**src/rtl/mc_controller.sv**
```systemverilog
// mc_controller: multi-cycle sequencer for an RV32I datapath.
// It drives the instruction/data memory handshakes and gates the write strobes
// so that architectural state only changes in the right phase. It also detects
// illegal opcodes and memory-ack timeouts, both of which halt with a sticky err.
// Optional retired-instruction counter: define MC_INSTRET_EN to build it;
// otherwise instret is tied to zero.
module mc_controller #(
   parameter int unsigned TIMEOUT = 15
) (
   input  logic        clk,
   input  logic        rst,
   input  logic        run,
   input  logic [6:0]  opcode,
   input  logic        imem_ack,
   input  logic        dmem_ack,
   output logic        imem_req,
   output logic        dmem_req,
   output logic        ir_en,
   output logic        pc_en,
   output logic        reg_wr_en,
   output logic        mem_wr_en,
   output logic [2:0]  state,
   output logic        err,
   output logic [31:0] instret
);

   localparam int unsigned CNT_W    = 8;
   localparam logic [CNT_W-1:0] WAIT_LAST = CNT_W'(TIMEOUT - 1);

   localparam logic [6:0] OP_R      = 7'b0110011;
   localparam logic [6:0] OP_I      = 7'b0010011;
   localparam logic [6:0] OP_LOAD   = 7'b0000011;
   localparam logic [6:0] OP_STORE  = 7'b0100011;
   localparam logic [6:0] OP_BRANCH = 7'b1100011;
   localparam logic [6:0] OP_LUI    = 7'b0110111;
   localparam logic [6:0] OP_AUIPC  = 7'b0010111;
   localparam logic [6:0] OP_JAL    = 7'b1101111;
   localparam logic [6:0] OP_JALR   = 7'b1100111;

   typedef enum logic [2:0] {
      S_IDLE   = 3'd0,
      S_FETCH  = 3'd1,
      S_DECODE = 3'd2,
      S_EXEC   = 3'd3,
      S_MEM    = 3'd4,
      S_WB     = 3'd5,
      S_HALT   = 3'd6,
      S_UNUSED = 3'd7
   } state_t;

   state_t cur_state;
   state_t nxt_state;

   logic [CNT_W-1:0] wait_cnt;
   logic             is_load;
   logic             is_store;
   logic             is_branch;
   logic             is_legal;
   logic             wait_expired;
   logic             set_err;

   // Opcode classification taken straight from the instruction register
   assign is_load   = (opcode == OP_LOAD);
   assign is_store  = (opcode == OP_STORE);
   assign is_branch = (opcode == OP_BRANCH);
   assign is_legal  = (opcode == OP_R)      || (opcode == OP_I)     ||
                      (opcode == OP_LOAD)   || (opcode == OP_STORE) ||
                      (opcode == OP_BRANCH) || (opcode == OP_LUI)   ||
                      (opcode == OP_AUIPC)  || (opcode == OP_JAL)   ||
                      (opcode == OP_JALR);

   // This request cycle is the last one allowed without an ack
   assign wait_expired = (wait_cnt == WAIT_LAST);
   assign set_err      = (nxt_state == S_HALT) && (cur_state != S_HALT);
   assign state        = cur_state;

   // State register
   always_ff @(posedge clk or posedge rst) begin
      if (rst) cur_state <= S_IDLE;
      else     cur_state <= nxt_state;
   end

   // Next-state decode
   always_comb begin
      nxt_state = cur_state;
      case (cur_state)
         S_IDLE: begin
            if (run) nxt_state = S_FETCH;
         end
         S_FETCH: begin
            if (imem_ack)          nxt_state = S_DECODE;
            else if (wait_expired) nxt_state = S_HALT;
         end
         S_DECODE: begin
            nxt_state = is_legal ? S_EXEC : S_HALT;
         end
         S_EXEC: begin
            if (is_load || is_store) nxt_state = S_MEM;
            else if (is_branch)      nxt_state = run ? S_FETCH : S_IDLE;
            else                     nxt_state = S_WB;
         end
         S_MEM: begin
            if (dmem_ack) begin
               if (is_store) nxt_state = run ? S_FETCH : S_IDLE;
               else          nxt_state = S_WB;
            end else if (wait_expired) begin
               nxt_state = S_HALT;
            end
         end
         S_WB: begin
            nxt_state = run ? S_FETCH : S_IDLE;
         end
         default: nxt_state = S_HALT;
      endcase
   end

   // Strobe decode from state and the current-cycle acks
   always_comb begin
      imem_req  = 1'b0;
      dmem_req  = 1'b0;
      ir_en     = 1'b0;
      pc_en     = 1'b0;
      reg_wr_en = 1'b0;
      mem_wr_en = 1'b0;
      case (cur_state)
         S_FETCH: begin
            imem_req = 1'b1;
            ir_en    = imem_ack;
         end
         S_EXEC: begin
            pc_en = is_branch;
         end
         S_MEM: begin
            dmem_req  = 1'b1;
            mem_wr_en = is_store;
            pc_en     = is_store && dmem_ack;
         end
         S_WB: begin
            reg_wr_en = 1'b1;
            pc_en     = 1'b1;
         end
         default: ;
      endcase
   end

   // Wait counter: cleared on entering a request state, counts unacked request cycles
   always_ff @(posedge clk or posedge rst) begin
      if (rst) begin
         wait_cnt <= '0;
      end else if ((nxt_state == S_FETCH && cur_state != S_FETCH) ||
                   (nxt_state == S_MEM   && cur_state != S_MEM)) begin
         wait_cnt <= '0;
      end else if ((imem_req && !imem_ack) || (dmem_req && !dmem_ack)) begin
         wait_cnt <= wait_cnt + CNT_W'(1);
      end
   end

   // Sticky error flag, set on any transition into HALT
   always_ff @(posedge clk or posedge rst) begin
      if (rst)          err <= 1'b0;
      else if (set_err) err <= 1'b1;
   end

`ifdef MC_INSTRET_EN
   logic [31:0] instret_q;

   // Retired-instruction counter, wraps naturally
   always_ff @(posedge clk or posedge rst) begin
      if (rst)        instret_q <= 32'h0;
      else if (pc_en) instret_q <= instret_q + 32'd1;
   end

   assign instret = instret_q;
`else
   assign instret = 32'h0;
`endif

endmodule

```
**config.mk**
```make
export PLATFORM = sky130hd
export DESIGN_NAME = mc_controller
export DESIGN_NICKNAME = d
export VERILOG_FILES = /design/src/rtl/mc_controller.sv
export SDC_FILE = /design/constraint.sdc
export NUM_CORES = 1
export LEC_CHECK = 0
export ABC_CLOCK_PERIOD_IN_PS = 4400
export BUFFER_PORTS_ARGS = -buffer_cell sky130_fd_sc_hd__buf_4
export CELL_PAD_IN_SITES_DETAIL_PLACEMENT = 1
export CELL_PAD_IN_SITES_GLOBAL_PLACEMENT = 2
export CORE_MARGIN = 2
export CORE_UTILIZATION = 28
export CTS_BUF_LIST = sky130_fd_sc_hd__clkbuf_16
export DETAILED_ROUTE_END_ITERATION = 6
export GPL_TIMING_DRIVEN = 0
export PLACE_DENSITY_LB_ADDON = 0.15
export SYNTH_ARGS = -nofsm -noshare
export SYNTH_HDL_FRONTEND = slang
export SYNTH_SLANG_ARGS = --single-unit
```
**constraint.sdc**
```tcl
create_clock -name clk -period 4.4 [get_ports clk]
set_input_delay 0 -clock clk [delete_from_list [all_inputs] [get_ports clk]]
set_output_delay 0 -clock clk [all_outputs]
set_load 0.02 [all_outputs]
```
Yosys cells after proc, flatten, opt, wreduce, memory -nomap -nowiden
Index checks and enable logic that the tools add are counted.
{"block": "op_classes", "n_addsub": 1, "n_eq_ne": 21, "muxes": 18, "reduce_logical": 21}
{"cell": "$mux 3", "count": 8}
{"cell": "$eq 7x6->1 const B", "count": 3}
{"cell": "$eq 7x7->1 const B", "count": 3}
{"cell": "$pmux 3 s6", "count": 1}
{"cell": "$mux 8", "count": 2}
{"cell": "$eq 7x5->1 const B", "count": 2}
{"cell": "$eq 3x3->1 const B", "count": 4}
{"cell": "$logic_or 1x1->1", "count": 11}
{"cell": "$add 8x1->8 const B", "count": 1}
{"cell": "$eq 8x4->1 const B", "count": 1}
{"cell": "$eq 7x2->1 const B", "count": 1}
{"cell": "$eq 3x1->1 const B", "count": 2}
{"cell": "$eq 3x2->1 const B", "count": 2}
{"cell": "$logic_and 1x1->1", "count": 6}
{"cell": "$mux 1", "count": 6}
{"cell": "$ne 3x3->1 const B", "count": 2}
{"cell": "$logic_not 3->1", "count": 1}
{"cell": "$ne 3x1->1 const B", "count": 1}
{"cell": "$pmux 1 s3", "count": 1}
{"cell": "$logic_not 1->1", "count": 2}
{"cell": "$reduce_bool 2->1", "count": 1}
{"block": "word_totals", "register_bits": 12, "input_bits": 12, "out_inout_bits": 42, "elab_cells": 64}

Longest topological paths before layout
{"block": "depth", "ltp_word": 15, "depth_mapped": 8, "depth_no_buf": 7}

Worst setup path before layout
OpenSTA, ideal clock, no wires.
{"block": "synth_path", "path_kind": "register to register", "startpoint": "register cur_state[0] (netlist: state[0])", "endpoint": "register wait_cnt[0]", "setup_time_ps": 94, "arrival_ps": 2189, "slack_ps": 2117, "stages_incl_launch_ff": 8, "n_path_buf": 2, "path_cell_list": "dfrtp_1 > clkbuf_1 > nor3b_1 > o41ai_1 > o2111ai_1 > and4b_1 > buf_2 > a211oi_1"}
{"block": "synth_between", "word_cells_on_any_way": 25, "classes_between": "eq/ne (9); mux (8); reduce/logical (8)"}
{"item": "start, declared", "line_no": "51", "text": "state_t cur_state;"}
{"item": "start signal, assigned", "line_no": "80", "text": "else cur_state <= nxt_state;"}
{"item": "$eq 3x3->1", "line_no": "125", "text": "case (cur_state)"}
{"item": "$mux 1", "line_no": "125"}
{"item": "net dmem_req", "line_no": "17", "text": "output logic dmem_req,"}
{"item": "$logic_and 1x1->1", "line_no": "153", "text": "end else if ((imem_req && !imem_ack) || (dmem_req && !dmem_ack)) begin"}
{"item": "$logic_or 1x1->1", "line_no": "153"}
{"item": "$reduce_bool 2->1 (no line)"}
{"item": "end signal, assigned", "line_no": "154", "text": "wait_cnt <= wait_cnt + CNT_W'(1);"}
{"item": "end, declared", "line_no": "54", "text": "logic [CNT_W-1:0] wait_cnt;"}
The timed path passes the listed nets, and every way through them passes these cells.
A chain may end at the register's enable or synchronous reset.

Worst setup path in the final report
{"block": "layout_path", "startpoint": "register cur_state[2] (netlist: state[2])", "endpoint": "register wait_cnt[3]"}
{"block": "layout_between", "elab_chain_len": 7, "word_cells_on_any_way": 25, "classes_between": "eq/ne (9); mux (8); reduce/logical (8)"}
{"item": "$mux 3", "line_no": "92, 106"}
{"item": "$mux 3, on equally long branches", "line_no": "103, 91"}
{"item": "$pmux 3 s6 (*)", "line_no": "86", "text": "case (cur_state)"}
{"item": "net nxt_state[2]", "line_no": "52", "text": "state_t nxt_state;"}
{"item": "$eq 3x1->1 / $eq 3x3->1 (equally long branches)", "line_no": "150, 151"}
{"item": "$logic_and 1x1->1, on equally long branches", "line_no": "150, 151"}
{"item": "$logic_or 1x1->1 (*)", "line_no": "150", "text": "end else if ((nxt_state == S_FETCH && cur_state != S_FETCH) ||"}
{"item": "$mux 8 / $reduce_bool 2->1 (equally long branches)"}
Mark *: on every way through the listed nets, which the timed path passes. The rest lies on a longest branch.

==> results.ini <==
[power]
peakVddDrop_mv=0.164
p_per_area_mw_per_mm2=492
leakage_nw=0.781

[cts]
cts-buffers-inserted=3
htreeDepth=1
clock_sinks=12
cts_tree=yes
clk_latency_ns=0.24
clockRootBuffer=clkbuf_16
cts_setup_buffers=0
cts_buffer_depth=2
path_clk_slew_ns=0.04

[critical_path]
cp.required_ns=4.50
critPathMaxFanout=11
cp.buffers_inverters=1
slowest_stage=a2111oi_0
cp_cell_sequence=nand3b_1 -> a2111oi_0 -> o2111ai_1 -> and4b_1 -> buf_2 -> a211oi_1
crit_type=register to register
r2r_setup_slack_ns=2.02
critPathLaunchType=register
critPathLaunch=state[2]
worstPathArrival_ns=2.48
reg2reg_from=state[2]
critical-path-top-delay-family=compound AO/OA/AOI/OAI gates
cp-end-kind=register
critPathMaxStageDelay_ns=0.64
worstRegToRegCells=6
r2r_end=wait_cnt[3]

[timing]
finalCritPeriodShare_pct=54.1
finClkSkew_ns=0.00153
fmax_mhz=420
finalSetupViolCount=0
worst_pin_slew_ns=0.797
maxSlewHeadroom_pct=45.5
rsz0062_at_grt=false
hold_viol=0
whs_ns=0.260
slew_violations=0
tns_ns=0
min_period_ns=2.38

[logic_synthesis]
synth_compound_area_share_pct=16.8
synth_top_family_by_area=simple AND/OR/NAND/NOR gates
synth_warnings=0
synth_ff_type=dfrtp_1
synthArstFlopShare_pct=100
synth-edff-count=0
synth_fa_ha_area_share_pct=2.10
synth.area.mux_share_pct=0
ys_types=47
syn_avg_cell_area_sq_um=8.97
syn_inst=133
syn-cell-area_sq_mm=0.00119
synth-xor-area-share_pct=5.14
synth-seq-cells=12
synthSimpleGateAreaFrac_pct=26.3
synth-seq-area-share_pct=25.2

[global_route]
grt_pass1_wl_microns=4840
antenna_found_initial=0
grt_util_all_layers_pct=12.1
grt_overflow=0
grt_pass1_vias=1050
grt_max_degree=13

[die]
dieArea_sq_mm=0.00480
pin_count=54
core-area_sq_mm=0.00406
rows=23
die-height_microns=69.3
start_util_pct=29.4
die_w_microns=69.3

[hold_path]
hold_path_depth=4
hold_end=state[1]
hp-start=dmem_ack
hold_class=input port to register

[outcome]
status=completed

[routing]
remaining_drc_errors=0
num_vias=1059
first_pass_iters=4
wl_per_cell_microns=12.2
via_per_inst=4.43
detail-route-antenna-nets=0
drt_iter0_drc=32
wl_microns=2930

[placed_design]
gp_congestion=0.786
hpwl_microns=2360
io_buffers=20

[finish]
syn2layout_area_growth_pct=35.0
nets=204
num_antenna_cells=0
drive_gt1_share_pct=35.4

[flow_run]
cap_violations=0

==> cells by family after synthesis <==
| logic type | Yosys count |
|---|---|
| AOI/OAI and AO/OA | 25 |
| xor gates and xnor gates | 7 |
| adders and majority gates | 2 |
| buffers and inverters | 42 |
| DFF | 12 |
| other | 1 |
| and+or+nand+nor | 44 |
==> per-layer routing <==
metal  share of wire, %  global-route usage [%]  wire length [microns]
met1                 44                    13.8                   1280
met2                 50                    22.0                   1470
met3                4.3                    2.47                    126
met4                1.6                    4.58                     48
met5                  0                       0                      0
==> stage by stage <==
stage | utilization [%] | power [W] | setup slack (ns) | std cells | instance area [sq um]
detailed placement | 37.5 | 0.000624 | 1.98 | 234 | 1520
global placement | 37.5 | 0.000616 | 1.98 | 234 | 1520
CTS | 39.7 | 0.000796 | 1.97 | 239 | 1610
finish | 39.7 | 0.000793 | 2.02 | 239 | 1610
floorplan | - | 0.000491 | 2.12 | 164 | 1310
global route | 39.7 | 0.000851 | 1.76 | 239 | 1610
==> sequential cells by signal, summed over array words and instances, names as in the netlist <==
| register | flops |
|---|---|
| wait_cnt | 8 |
| state | 3 |
| err | 1 |
==> timing repair <==
| action | 4_1_cts | 5_1_grt |
|---|---|---|
| hold buffers | 1 | 0 |
| gates resized for setup | 0 | 0 |
| endpoints found under the hold margin | 12 | 0 |
==> cell usage in the layout (no fill, tap or decap), drive strengths merged, types with 2 or more instances in the layout <==
cell type | Yosys | final
nand3b | 2 | 2
nor4 | 2 | 2
and2 | 4 | 4
a21oi | 2 | 2
or2 | 2 | 2
o211ai | 2 | 2
conb | 1 | 32
ha | 2 | 2
nor2b | 3 | 3
o41ai | 2 | 2
nand2b | 3 | 3
buf | 35 | 55
nand3 | 3 | 3
nor3b | 3 | 3
xor2 | 6 | 6
dfrtp | 12 | 12
a211oi | 9 | 9
nand2 | 5 | 5
o21ai | 2 | 2
nor4bb | 2 | 2
or3b | 2 | 2
clkbuf | 3 | 6
nor4b | 2 | 2
nand4 | 5 | 5
inv | 4 | 4
==> cell usage after synthesis (2+ instances only) <==
master	n	share of area (%)
buf_4	32	20
dfrtp_1	12	25
a211oi_1	9	5.7
xor2_1	6	4.4
nand2_1	5	1.6
nand4_1	5	2.6
and2_1	4	2.1
inv_1	4	1.3
nand2b_1	3	1.6
nand3_1	3	1.3
nor2b_1	3	1.6
nor3b_1	3	1.9
buf_2	2	0.84
clkbuf_1	2	0.63
ha_1	2	2.1
nand3b_1	2	1.3
nor4b_1	2	1.5
nor4bb_1	2	1.7
o211ai_1	2	1.3
o21ai_0	2	0.84
or3b_2	2	1.5
==> worst max path at each step <==
stage	end	cells past startpoint
6_report	wait_cnt[3]	6
3_3_place_gp	wait_cnt[7]	6
5_1_grt	wait_cnt[5]	6
3_5_place_dp	wait_cnt[3]	6
2_1_floorplan	wait_cnt[0]	7
4_1_cts	wait_cnt[3]	6
==> final cells by class <==
| type | count | area, sq um |
|---|---|---|
| fillers | 510 | 2450 |
| clock buffers | 3 | 75.1 |
| flip-flops and latches | 12 | 300 |
| well taps | 50 | 62.6 |
| plain buffers | 38 | 274 |
| multi-input cells | 110 | 721 |
| inverters | 4 | 15.0 |
| clock inverters | 1 | 3.75 |
| repair buffers | 21 | 160 |
==> worst min-delay path: cells and delay by family <==
family                 cells  cell delay [ns]
buffers and inverters      2             0.15
AO/OA/AOI/OAI              1             0.18
AND/OR/NAND/NOR            1             0.08
==> report_power, final <==
| part | internal [W] | total [W] | switching (W) |
|---|---|---|---|
| Sequential | 0.000135 | 0.000170 | 0.0000350 |
| Combinational | 0.000184 | 0.000455 | 0.000271 |
| Clock | 0.000120 | 0.000168 | 0.0000479 |
(Power assumes the default switching activity.)
